`src/rtl/clock_gate_pkg.sv`:
```
// clock_gate_pkg: shared state encoding, counter width and default timing for the clock-gate controller
package clock_gate_pkg;
    typedef enum logic [1:0] {
        OFF   = 2'b00,
        WAKE  = 2'b01,
        ON    = 2'b10,
        DRAIN = 2'b11
    } state_t;
    localparam int CNT_W = 8;
    localparam int DEF_IDLE_CYCLES = 16;
    localparam int DEF_WAKE_CYCLES = 2;
endpackage

```
`src/rtl/clock_gate_chan.sv`:
```
// clock_gate_chan: one channel's gate FSM with wake-delay and idle-timeout counters
module clock_gate_chan
    import clock_gate_pkg::*;
#(
    parameter int IDLE_CYCLES = DEF_IDLE_CYCLES,
    parameter int WAKE_CYCLES = DEF_WAKE_CYCLES
) (
    input  logic clk,
    input  logic rst,
    input  logic enable,
    input  logic force_on,
    input  logic wake_req,
    input  logic activity,
    output logic gate,
    output logic ready
);
    localparam logic [CNT_W-1:0] WAKE_LOAD = CNT_W'(WAKE_CYCLES - 1);
    localparam logic [CNT_W-1:0] IDLE_LAST = CNT_W'(IDLE_CYCLES - 1);
    state_t state;
    logic [CNT_W-1:0] wcnt;
    logic [CNT_W-1:0] icnt;
    logic wake;
    logic idle;
    logic keep;
    assign wake = force_on | (enable & (wake_req | activity));
    assign idle = ~force_on & ~wake_req & ~activity;
    assign keep = enable | force_on;
    // ready is cleared on every exit from ON, so it always falls a cycle before gate
    always_ff @(posedge clk) begin
        if (rst) begin
            state <= OFF;
            wcnt  <= '0;
            icnt  <= '0;
            gate  <= 1'b0;
            ready <= 1'b0;
        end else begin
            case (state)
                OFF: if (wake) begin
                    state <= WAKE;
                    wcnt  <= WAKE_LOAD;
                    gate  <= 1'b1;
                end
                WAKE: if (!keep) begin
                    state <= OFF;
                    gate  <= 1'b0;
                end else if (wcnt == '0) begin
                    state <= ON;
                    icnt  <= '0;
                    ready <= 1'b1;
                end else begin
                    wcnt <= wcnt - 1'b1;
                end
                ON: if (!keep || (idle && icnt == IDLE_LAST)) begin
                    state <= DRAIN;
                    ready <= 1'b0;
                end else if (idle) begin
                    icnt <= (icnt == '1) ? icnt : icnt + 1'b1;
                end else begin
                    icnt <= '0;
                end
                DRAIN: begin
                    state <= OFF;
                    gate  <= 1'b0;
                end
            endcase
        end
    end
endmodule

```
`src/rtl/clock_gate_ctrl.sv`:
```
// clock_gate_ctrl: NCH independent clock-gate enable channels feeding the gating cell
module clock_gate_ctrl
    import clock_gate_pkg::*;
#(
    parameter int NCH         = 3,
    parameter int IDLE_CYCLES = DEF_IDLE_CYCLES,
    parameter int WAKE_CYCLES = DEF_WAKE_CYCLES
) (
    input  logic           clk,
    input  logic           rst,
    input  logic [NCH-1:0] enable,
    input  logic [NCH-1:0] force_on,
    input  logic [NCH-1:0] wake_req,
    input  logic [NCH-1:0] activity,
    output logic [NCH-1:0] clkGate,
    output logic [NCH-1:0] ready
);
    for (genvar i = 0; i < NCH; i++) begin : g_chan
        clock_gate_chan #(
            .IDLE_CYCLES(IDLE_CYCLES),
            .WAKE_CYCLES(WAKE_CYCLES)
        ) u_chan (
            .clk     (clk),
            .rst     (rst),
            .enable  (enable[i]),
            .force_on(force_on[i]),
            .wake_req(wake_req[i]),
            .activity(activity[i]),
            .gate    (clkGate[i]),
            .ready   (ready[i])
        );
    end
endmodule
```
`config.mk`:
```
export PLATFORM = sky130hd
export DESIGN_NAME = clock_gate_ctrl
export DESIGN_NICKNAME = d
export VERILOG_FILES = /design/src/rtl/clock_gate_pkg.sv /design/src/rtl/clock_gate_chan.sv /design/src/rtl/clock_gate_ctrl.sv
export SDC_FILE = /design/constraint.sdc
export NUM_CORES = 1
export LEC_CHECK = 0
export BUFFER_PORTS_ARGS = -buffer_cell sky130_fd_sc_hd__buf_2
export CORE_ASPECT_RATIO = 1.5
export CORE_MARGIN = 4
export CORE_UTILIZATION = 35
export DETAILED_ROUTE_END_ITERATION = 6
export GPL_ROUTABILITY_DRIVEN = 1
export SYNTH_ARGS = -nofsm -noshare
export SYNTH_HDL_FRONTEND = slang
export SYNTH_SLANG_ARGS = --single-unit
export TNS_END_PERCENT = 100
```
`constraint.sdc`:
```
create_clock -name clk -period 2.88 [get_ports clk]
set_input_delay 0.864 -clock clk [delete_from_list [all_inputs] [get_ports clk]]
set_output_delay 0.864 -clock clk [all_outputs]
set_load 0.03 [all_outputs]
```
After elaboration in Yosys (flattened, before gate mapping) --
Index checks and enable logic that the tools add are counted.
Word-level totals: output and inout port bits 6, register bits after elaboration 60, bits of input ports 14, word-level logic and storage cells 195
Operators by class: add/subtract/negate cells 6, eq/ne operators 42, bitwise gates (word level) 27, muxes and demuxes 66, reduce and logical (&&, ||, !) cells 39
Operators by type and width (number):
- 2-to-1 mux 8 bit | 24
- one-hot mux 8 bit (2 select lines) | 6
- adder 8 x 1 -> 8 bit, second input constant | 3
- == test 8 x 4 -> 1 bit, second input constant | 3
- == test 8 bit, second input constant | 3
- zero test 8 bit | 3
- 2-to-1 mux 2 bit | 12
- inequality test 2 x 1 -> 1 bit, second input constant | 12
- one-hot mux 2 bit (4 select lines) | 3
- AND reduction 4 bit | 6
- subtractor 8 x 1 -> 8 bit, second input constant | 3
- inequality test 2 bit, second input constant | 9
- inequality test 3 bit, second input constant | 6
- AND reduction 3 bit | 6
- 2-to-1 mux 1 bit | 15
- AND reduction 5 bit | 3
- == test 2 bit, second input constant | 6
- nonzero test 2 bit | 6
- AND 1 bit | 9
- NOT 1 bit | 9
- OR 1 bit | 9
- one-hot mux 1 bit (3 select lines) | 3
- nonzero test 3 bit | 3
- == test 2 x 1 -> 1 bit, second input constant | 3
- other kinds (5) | 15

Depth between registers and ports, before layout --
Gate-level depths: netlist (run 1).
depth in word-level cells 7, gate-level depth with buffers 8, depth with buffers taken out 7

By module --
A second synthesis (run 1) with hierarchy kept.
Unflattened totals: cell total of the unflattened synthesis 383, area, all modules 3348.2 um^2
By module, submodules not included:
- clock_gate_chan at g_chan[1].u_chan ... | area an instance 1116.1 um^2, cells an instance 127, seq. area each 400.4 um^2, instances 2
- clock_gate_chan at g_chan[0].u_chan | area an instance 1116.1 um^2, cells an instance 129, seq. area each 400.4 um^2, instances 1

Worst setup path after synthesis (run 1) --
Ideal clock, no wire load.
path type input -> register, start point input force_on[1], end point register g_chan[1].u_chan.icnt[7], stages on the path 6, setup time 0.074 ns, arrival time 2.169 ns, path slack 0.637 ns, required time 2.806 ns, path through or4b_1 a211oi_1 a211oi_1 or2_1 clkbuf_1 a31oi_1
Between the ends: cells in the longest elaborated chain, start to end 7
Ends and longest elaborated chain:
- start: declaration | RTL line clock_gate_ctrl.sv:12 | input logic [NCH-1:0] force_on,
- NOT 1 bit | RTL line clock_gate_chan.sv:26 | assign idle = ~force_on & ~wake_req & ~activity;
- AND 1 bit (2 in a row) | RTL line clock_gate_chan.sv:26
- logical AND 1 bit | RTL line clock_gate_chan.sv:53 | ON: if (!keep || (idle && icnt == IDLE_LAST)) begin
- logical OR 1 bit | RTL line clock_gate_chan.sv:53
- inequality test 2 bit (no source line)
- AND reduction 5 bit (no source line)
- end signal: assignment | RTL line clock_gate_chan.sv:57 | icnt <= (icnt == '1) ? icnt : icnt + 1'b1;
- end: declaration | RTL line clock_gate_chan.sv:21 | logic [CNT_W-1:0] icnt;
Several ways; a longest one is shown, not always the timed one. The select of a mux whose other input is x is not followed. A chain may end at the register's enable or synchronous reset.

Final worst setup path (run 1) --
start point register g_chan[0].u_chan.wcnt[0], end point register g_chan[0].u_chan.icnt[6]
Between the ends: cells in the longest elaborated chain, start to end 3
Ends and longest elaborated chain:
- start: declaration | RTL line clock_gate_chan.sv:20 | logic [CNT_W-1:0] wcnt;
- start signal: assignment | RTL line clock_gate_chan.sv:51 | wcnt <= wcnt - 1'b1;
- zero test 8 bit | RTL line clock_gate_chan.sv:46 | end else if (wcnt == '0) begin
- inequality test 2 x 1 -> 1 bit (no source line)
- AND reduction 5 bit (no source line)
- end signal: assignment | RTL line clock_gate_chan.sv:57
- end: declaration | RTL line clock_gate_chan.sv:21
Every way passes these cells.

==> insert_results.sql, run 1 <==
INSERT INTO impl_metrics (metric_group, metric, value, unit) VALUES
('floorplanning', 'die_area', '0.0120', 'mm²'),
('grt', 'grt_antenna_before_repair', '0', ''),
('critical_path', 'critical_path.cell_chain', 'inv_1, ha_1, or3b_2, o31ai_2, a41oi_1, o21ai_0, o41ai_1', ''),
('critical_path', 'path_class', 'reg2reg', ''),
('pwr', 'powerDensity', '1030', 'mW/mm²'),
('layout', 'final_util', '40.6', '%'),
('synth', 'synth.yosys.seq_area_share', '33.5', '%'),
('layout', 'design.final.nets', '486', ''),
('timing', 'slew_headroom', '56.8', '%'),
('layout', 'count_of_placed_standard_cells_in_the_final_layout_fillers_left_out', '570', ''),
('clocking', 'cts_inserted_buffers', '9', ''),
('timing', 'timing.final.setup_violations', '0', ''),
('grt', 'grt_pass1_vias', '2954', ''),
('timing', 'final_period_minus_worst_setup_slack', '2250', 'ps'),
('flow_run', 'max_cap_violations', '0', ''),
('floorplanning', 'die_w', '90.6', 'µm'),
('synth', 'yosys-mux-area-fraction', '0.559', '%'),
('clocking', 'htree_levels', '3', ''),
('clocking', 'cts_hold_repair_buffers', '0', ''),
('min_path', 'hold_path_end', 'g_chan[0].u_chan.wcnt[0]$_SDFFE_PP0P_', ''),
('floorplanning', 'std_cell_rows', '45', ''),
('synth', 'post_synth_fa_ha_maj_area_fraction', '8.38', '%'),
('layout', 'layout-drive-gt1-share', '13.9', '%'),
('route', 'finalWirelength', '7840', 'µm'),
('timing', 'finalHoldViolCount', '0', ''),
('timing', 'rsz_0062_raised_after_global_routing', 'no', ''),
('layout', 'area_growth', '14.2', '%'),
('timing', 'slew_violations', '0', ''),
('synth', 'synth-simple-area-share', '27.5', '%'),
('layout', 'antenna_cells_inserted', '0', ''),
('critical_path', 'regToRegStartpoint', 'g_chan[0].u_chan.wcnt[0]$_SDFFE_PP0P_', ''),
('critical_path', 'r2r_slack', '630', 'ps'),
('synth', 'synth-main-ff-cell', 'sky130_fd_sc_hd__dfxtp_1', ''),
('synth', 'synth_cell_type_count', '59', ''),
('clocking', 'cts_buffer_depth', '2', ''),
('route', 'detail_route.vias_per_cell', '5.54', ''),
('grt', 'track_usage', '13.3', '%'),
('status', 'run_status', 'complete, no violations', ''),
('floorplanning', 'die_h', '132', 'µm'),
('critical_path', 'worst_r2r_endpoint', 'g_chan[0].u_chan.icnt[6]$_SDFFE_PP0P_', ''),
('min_path', 'hold_path_class', 'reg2reg', ''),
('clocking', 'path_clk_slew', '50', 'ps'),
('min_path', 'hold_path.startpoint', 'g_chan[0].u_chan.wcnt[0]$_SDFFE_PP0P_', ''),
('route', 'dr_total_vias', '3155', ''),
('pwr', 'static-leakage-power', '0.00162', 'µW'),
('route', 'detail-route-antenna-nets', '0', ''),
('synth', 'post_synth.cell_area_avg', '8.31', 'µm²'),
('synth', 'synth_xor_xnor_area_share', '3.18', '%'),
('grt', 'grt_max_degree', '21', ''),
('synth', 'yosys_warnings', '0', ''),
('placement', 'final_hpwl_dp', '5790', 'µm'),
('synth', 'post_synth_inst_count', '431', ''),
('clocking', 'cts_num_sinks', '60', ''),
('critical_path', 'worstRegToRegCells', '7', ''),
('route', 'remaining_design_rule_violation_count', '0', ''),
('synth', 'ys_ff_latch', '60', ''),
('floorplanning', 'starting_density_of_the_core', '35.5', '%'),
('critical_path', 'startpoint', 'g_chan[0].u_chan.wcnt[0]$_SDFFE_PP0P_', ''),
('critical_path', 'crit_family', 'compound AO/OA/AOI/OAI gates', ''),
('clocking', 'postCtsSetupBuffers', '0', ''),
('placement', 'pre_cts_ws', '425', 'ps'),
('route', 'drt-wirelength-per-cell', '13.8', 'µm'),
('synth', 'postSynth.asyncResetShare', '0', '%'),
('floorplanning', 'core_area', '0.0101', 'mm²'),
('critical_path', 'critPathLaunchType', 'flop', ''),
('clocking', 'clock_tree_from_tritoncts', 'built', ''),
('timing', 'timing.setup.tns', '0', 'ps'),
('synth', 'synth_compound_gate_area_share', '22.4', '%'),
('timing', 'fmax', '444', 'MHz'),
('pwr', 'peakVddDrop', '0.466', 'mV'),
('synth', 'synth_top_family_by_area', 'simple AND/OR/NAND/NOR gates', '');
## cell usage in the layout (no fill, tap or decap), types with 3 or more instances in the layout
cell                        instances
sky130_fd_sc_hd__or3_2              3
sky130_fd_sc_hd__or4_1              7
sky130_fd_sc_hd__and4_1             3
sky130_fd_sc_hd__a2111oi_0          3
sky130_fd_sc_hd__nor2_1            43
sky130_fd_sc_hd__clkbuf_8           4
sky130_fd_sc_hd__clkbuf_16          9
sky130_fd_sc_hd__a41oi_1            5
sky130_fd_sc_hd__nor3b_1            4
sky130_fd_sc_hd__xor2_1            10
sky130_fd_sc_hd__o21ai_0           32
sky130_fd_sc_hd__nor4_1             4
sky130_fd_sc_hd__o21ai_1            4
sky130_fd_sc_hd__xnor2_1            3
sky130_fd_sc_hd__a211oi_1           5
sky130_fd_sc_hd__inv_1             20
sky130_fd_sc_hd__buf_4              4
sky130_fd_sc_hd__nor3_1             9
sky130_fd_sc_hd__a21o_1             3
sky130_fd_sc_hd__nand2b_1           8
sky130_fd_sc_hd__or3_1              4
sky130_fd_sc_hd__dfxtp_1           60
sky130_fd_sc_hd__a21oi_1           37
sky130_fd_sc_hd__nor4b_1            4
sky130_fd_sc_hd__o21a_1             7
sky130_fd_sc_hd__buf_2             19
sky130_fd_sc_hd__o31ai_1            8
sky130_fd_sc_hd__nand3_1           15
sky130_fd_sc_hd__nand2_1           14
sky130_fd_sc_hd__nand4_1           11
sky130_fd_sc_hd__or2_2              4
sky130_fd_sc_hd__a31oi_1            8
sky130_fd_sc_hd__nand3b_1           6
sky130_fd_sc_hd__and3_1             9
sky130_fd_sc_hd__ha_1              24
sky130_fd_sc_hd__or3b_2             4
## cell type report
| class | count | area (µm²) |
|---|---|---|
| clock inverter | 3 | 42.5 |
| timing repair buffer | 23 | 125 |
| fill | 1023 | 5990 |
| clock buffer | 13 | 280 |
| inverter | 20 | 75.1 |
| multi-input combinational | 334 | 2220 |
| tap | 117 | 146 |
| sequential | 60 | 1200 |
## state kept, by name (all words and copies together), names as in the netlist, named ones only
name                 count
g_chan.u_chan.icnt      24
g_chan.u_chan.gate       3
g_chan.u_chan.state      3
g_chan.u_chan.ready      3
g_chan.u_chan.wcnt      24
## worst reg2reg max path, delay by kind of cell, from the launching register on
| kind | cells | cell delay [ps] |
|---|---|---|
| AND/OR/NAND/NOR | 1 | 470 |
| adder cells (fa/ha/maj) | 1 | 170 |
| AO/OA/AOI/OAI | 4 | 1080 |
| buffers and inverters | 1 | 100 |
| flip-flops | 1 | 320 |
## cells by family (layout without fill, tap and decap cells)
| family | count (synthesis) | count (layout) |
|---|---|---|
| AND/OR/NAND/NOR | 168 | 168 |
| adder cells (fa/ha/maj) | 24 | 24 |
| multiplexers | 2 | 2 |
| AO/OA/AOI/OAI | 127 | 127 |
| XOR/XNOR | 13 | 13 |
| buffers and inverters | 37 | 59 |
| flip-flops | 60 | 60 |
## metal layers
| metal | up-vias | share of wire [%] | GRT usage, % | wire, µm |
|---|---|---|---|---|
| li1 | 1633 | - | - | - |
| met1 | 1476 | 45 | 15.6 | 3560 |
| met2 | 35 | 50 | 23.0 | 3900 |
| met3 | 11 | 2.7 | 2.68 | 208 |
| met4 | 0 | 2.1 | 6.39 | 168 |
| met5 | - | 0 | 0 | 0 |
## worst max path at each step
stage,cells after the start,slack [ps],end
after floorplan,6,640,g_chan[1].u_chan.icnt[7]$_SDFFE_PP0P_
after global placement,6,470,g_chan[1].u_chan.icnt[7]$_SDFFE_PP0P_
after detailed placement,6,420,g_chan[0].u_chan.icnt[6]$_SDFFE_PP0P_
after CTS,7,610,g_chan[0].u_chan.icnt[6]$_SDFFE_PP0P_
after global routing,7,420,g_chan[0].u_chan.icnt[7]$_SDFFE_PP0P_
final,7,630,g_chan[0].u_chan.icnt[6]$_SDFFE_PP0P_
## through the flow
step	hold WS (ps)	cell area [µm²]	power, µW
6_report	468	4090	4200
5_1_grt	482	4090	4530
4_1_cts	468	4090	4240
3_5_place_dp	461	3770	3070
3_3_place_gp	461	3770	3030
2_1_floorplan	445	3580	2740
## power by group
| group | leakage, µW | internal (µW) | switching, µW |
|---|---|---|---|
| Combinational | 0.000978 | 776 | 1080 |
| Sequential | 0.000489 | 1030 | 171 |
| Clock | 0.000158 | 762 | 385 |
## cells in the mapped netlist, types with 5 or more instances
| master | count | area (µm²) |
|---|---|---|
| sky130_fd_sc_hd__dfxtp_1 | 60 | 1200 |
| sky130_fd_sc_hd__nor2_1 | 43 | 161 |
| sky130_fd_sc_hd__a21oi_1 | 37 | 185 |
| sky130_fd_sc_hd__o21ai_0 | 32 | 160 |
| sky130_fd_sc_hd__ha_1 | 24 | 300 |
| sky130_fd_sc_hd__inv_1 | 20 | 75.1 |
| sky130_fd_sc_hd__nand3_1 | 15 | 75.1 |
| sky130_fd_sc_hd__nand2_1 | 14 | 52.6 |
| sky130_fd_sc_hd__nand4_1 | 11 | 68.8 |
| sky130_fd_sc_hd__clkbuf_1 | 10 | 37.5 |
| sky130_fd_sc_hd__xor2_1 | 10 | 87.6 |
| sky130_fd_sc_hd__and3_1 | 9 | 56.3 |
| sky130_fd_sc_hd__nor3_1 | 9 | 45.0 |
| sky130_fd_sc_hd__a31oi_1 | 8 | 50.1 |
| sky130_fd_sc_hd__nand2b_1 | 8 | 50.1 |
| sky130_fd_sc_hd__o31ai_1 | 8 | 60.1 |
| sky130_fd_sc_hd__o21a_1 | 7 | 52.6 |
| sky130_fd_sc_hd__or4_1 | 7 | 52.6 |
| sky130_fd_sc_hd__buf_4 | 6 | 45.0 |
| sky130_fd_sc_hd__nand3b_1 | 6 | 45.0 |
| sky130_fd_sc_hd__a211oi_1 | 5 | 37.5 |
| sky130_fd_sc_hd__a41oi_1 | 5 | 43.8 |
No activity file was read; power rests on OpenSTA's default activity.
==> run 2: changes to the inputs <==
clock period = 2.19 ns   (was 2.88 ns; I/O delays follow)
==> run 2 against run 1 <==
  * Die area unchanged
  * Largest power group unchanged
  * Sequential share of layout area decreased by 1.3 points
  * Fmax rose by 11%
  * Clock-buffer cell count rose by 1
  * Critical path type unchanged
  * Critical path depth stayed put
  * Combinational power increased by 49%
  * Critical endpoint is now g_chan[1].u_chan.icnt[4]$_SDFFE_PP0P_
==> insert_results.sql, run 2 (synthesized netlist as in run 1, its figures left out) <==
INSERT INTO impl_metrics (metric_group, metric, value, unit) VALUES
('grt', 'grt_pass1_vias', '3228', ''),
('grt', 'grt_first_pass_wirelength', '14300', 'µm'),
('layout', 'final_cell_mix', '60 x sky130_fd_sc_hd__dfxtp_1, 43 x sky130_fd_sc_hd__nor2_1, 37 x sky130_fd_sc_hd__a21oi_1', ''),
('timing', 'timing.final.ws_setup', '154', 'ps'),
('floorplanning', 'die_h', '132', 'µm'),
('clocking', 'cts_num_sinks', '60', ''),
('critical_path', 'path_class', 'reg2reg', ''),
('timing', 'clock_skew', '4.88', 'ps'),
('grt', 'global_route.overflow_total', '0', ''),
('layout', 'layout_commonest_cell', 'sky130_fd_sc_hd__dfxtp_1', ''),
('floorplanning', 'die_w', '90.6', 'µm'),
('layout', 'layout_top_registers', 'g_chan.u_chan.icnt x24, g_chan.u_chan.wcnt x24', ''),
('timing', 'final_period_minus_worst_setup_slack', '2040', 'ps'),
('min_path', 'hold_path_class', 'reg2reg', ''),
('timing', 'rsz_0062_raised_after_global_routing', 'no', ''),
('pwr', 'static-leakage-power', '0.00172', 'µW'),
('floorplanning', 'core_area', '0.0101', 'mm²'),
('critical_path', 'critical_path_required', '2440', 'ps'),
('grt', 'track_usage', '14.2', '%'),
('layout', 'final_cell_area', '0.00428', 'mm²'),
('critical_path', 'worstPathArrival', '2290', 'ps'),
('critical_path', 'worstPathMaxFanout', '7', ''),
('clocking', 'root_buffer', 'sky130_fd_sc_hd__clkbuf_16', ''),
('status', 'run_status', 'complete, no violations', ''),
('floorplanning', 'std_cell_rows', '45', ''),
('placement', 'post_dp_cell_area', '0.00393', 'mm²'),
('route', 'dr_total_vias', '3340', ''),
('route', 'remaining_design_rule_violation_count', '0', ''),
('route', 'detail_route.vias_per_cell', '5.66', ''),
('clocking', 'cts_inserted_buffers', '9', ''),
('route', 'detail_route.iter0.violations', '101', ''),
('layout', 'antenna_cells_inserted', '0', ''),
('pwr', 'powerDensity', '1350', 'mW/mm²'),
('timing', 'timing_worst_slew_pin_value', '497', 'ps'),
('placement', 'io_buffer_count', '19', ''),
('critical_path', 'setup.worst_path.end_class', 'flop', ''),
('floorplanning', 'io-pin-count', '20', ''),
('timing', 'slew_violations', '0', ''),
('placement', 'pre_cts_ws', '-24.0', 'ps'),
('placement', 'final_hpwl_dp', '6070', 'µm'),
('route', 'detail-route-antenna-nets', '0', ''),
('layout', 'area_growth', '19.4', '%'),
('critical_path', 'critPathLaunchType', 'flop', ''),
('grt', 'grt_max_degree', '22', ''),
('clocking', 'cts_buffer_depth', '2', ''),
('flow_run', 'max_cap_violations', '0', ''),
('clocking', 'path_clk_slew', '50', 'ps'),
('timing', 'min_period_over_period', '93.0', '%'),
('pwr', 'peakVddDrop', '0.520', 'mV'),
('clocking', 'htree_levels', '3', ''),
('route', 'finalWirelength', '8260', 'µm'),
('floorplanning', 'die_area', '0.0120', 'mm²'),
('floorplanning', 'starting_density_of_the_core', '35.5', '%'),
('timing', 'finalHoldViolCount', '0', ''),
('grt', 'grt_antenna_before_repair', '0', ''),
('clocking', 'clk-insertion-delay-late', '320', 'ps'),
('timing', 'slew_headroom', '66.0', '%'),
('timing', 'timing.final.setup_violations', '0', ''),
('route', 'drt-wirelength-per-cell', '14.0', 'µm'),
('placement', 'gpl.final_weighted_congestion', '0.800', ''),
('clocking', 'clock_tree_from_tritoncts', 'built', ''),
('timing', 'fmax', '491', 'MHz'),
('layout', 'layout-drive-gt1-share', '18.0', '%'),
('route', 'drt-pass1-iter-count', '4', ''),
('layout', 'design.final.nets', '507', '');
## run 2: cell type report
class | count | area, µm²
clock buffer | 14 | 274
sequential | 60 | 1200
clock inverter | 1 | 30.0
timing repair buffer | 44 | 283
tap | 117 | 146
fill | 993 | 5800
multi-input combinational | 334 | 2270
inverter | 20 | 75.1
## run 2: final timing paths
path / from / slack [ps] / endpoint / cells after the start
setup / recovery: g_chan[1].u_chan.state[0]$_SDFFE_PP0P_ / 150 / g_chan[1].u_chan.icnt[4]$_SDFFE_PP0P_ / 7
hold reg to reg: g_chan[2].u_chan.gate$_SDFFE_PP0P_ / 470 / g_chan[2].u_chan.gate$_SDFFE_PP0P_ / 2
hold / removal: g_chan[2].u_chan.gate$_SDFFE_PP0P_ / 470 / g_chan[2].u_chan.gate$_SDFFE_PP0P_ / 2
setup reg to reg: g_chan[1].u_chan.state[0]$_SDFFE_PP0P_ / 150 / g_chan[1].u_chan.icnt[4]$_SDFFE_PP0P_ / 7
## run 2: critical path, stage by stage (launching register included)
cell and delay [ps]:
sky130_fd_sc_hd__dfxtp_1 390, sky130_fd_sc_hd__inv_1 110, sky130_fd_sc_hd__ha_1 320, sky130_fd_sc_hd__nor2b_1 140
sky130_fd_sc_hd__a41oi_1 360, sky130_fd_sc_hd__a211oi_1 120, sky130_fd_sc_hd__or2_1 330, sky130_fd_sc_hd__a31oi_1 190
## run 2: per-layer routing
layer  share of wire [%]  wire, µm  vias up  global-route usage (%)
met1                  42      3480     1608                    15.5
met4                 1.4       112        0                    6.05
met5                   0         0        -                       0
met2                  53      4410       48                    26.1
li1                    -         -     1675                       -
met3                 3.0       245        9                    2.91
## run 2: metrics by stage
step	util (%)	power [µW]	hold WS (ps)	TNS, ps	std cells
4_1_cts	42.0	5770	476	0	590
3_5_place_dp	38.9	4290	465	-32.9	575
2_1_floorplan	-	3600	445	0	431
3_3_place_gp	38.9	4230	456	0	575
5_1_grt	42.4	6260	505	0	590
6_report	42.4	5790	474	0	590
## run 2: power by group
group / internal, µW / switching, µW
Sequential: 1350 / 230
Combinational: 1250 / 1520
Clock: 967 / 470
Total: 3570 / 2220
## run 2: what timing repair did
action / 4_1_cts / 5_1_grt
pin swaps: 0 / 2
setup buffers: 0 / 0
gates resized for setup: 1 / 11
hold buffers: 0 / 0
endpoints found under the setup margin: 1 / 17
gates cloned: 0 / 0
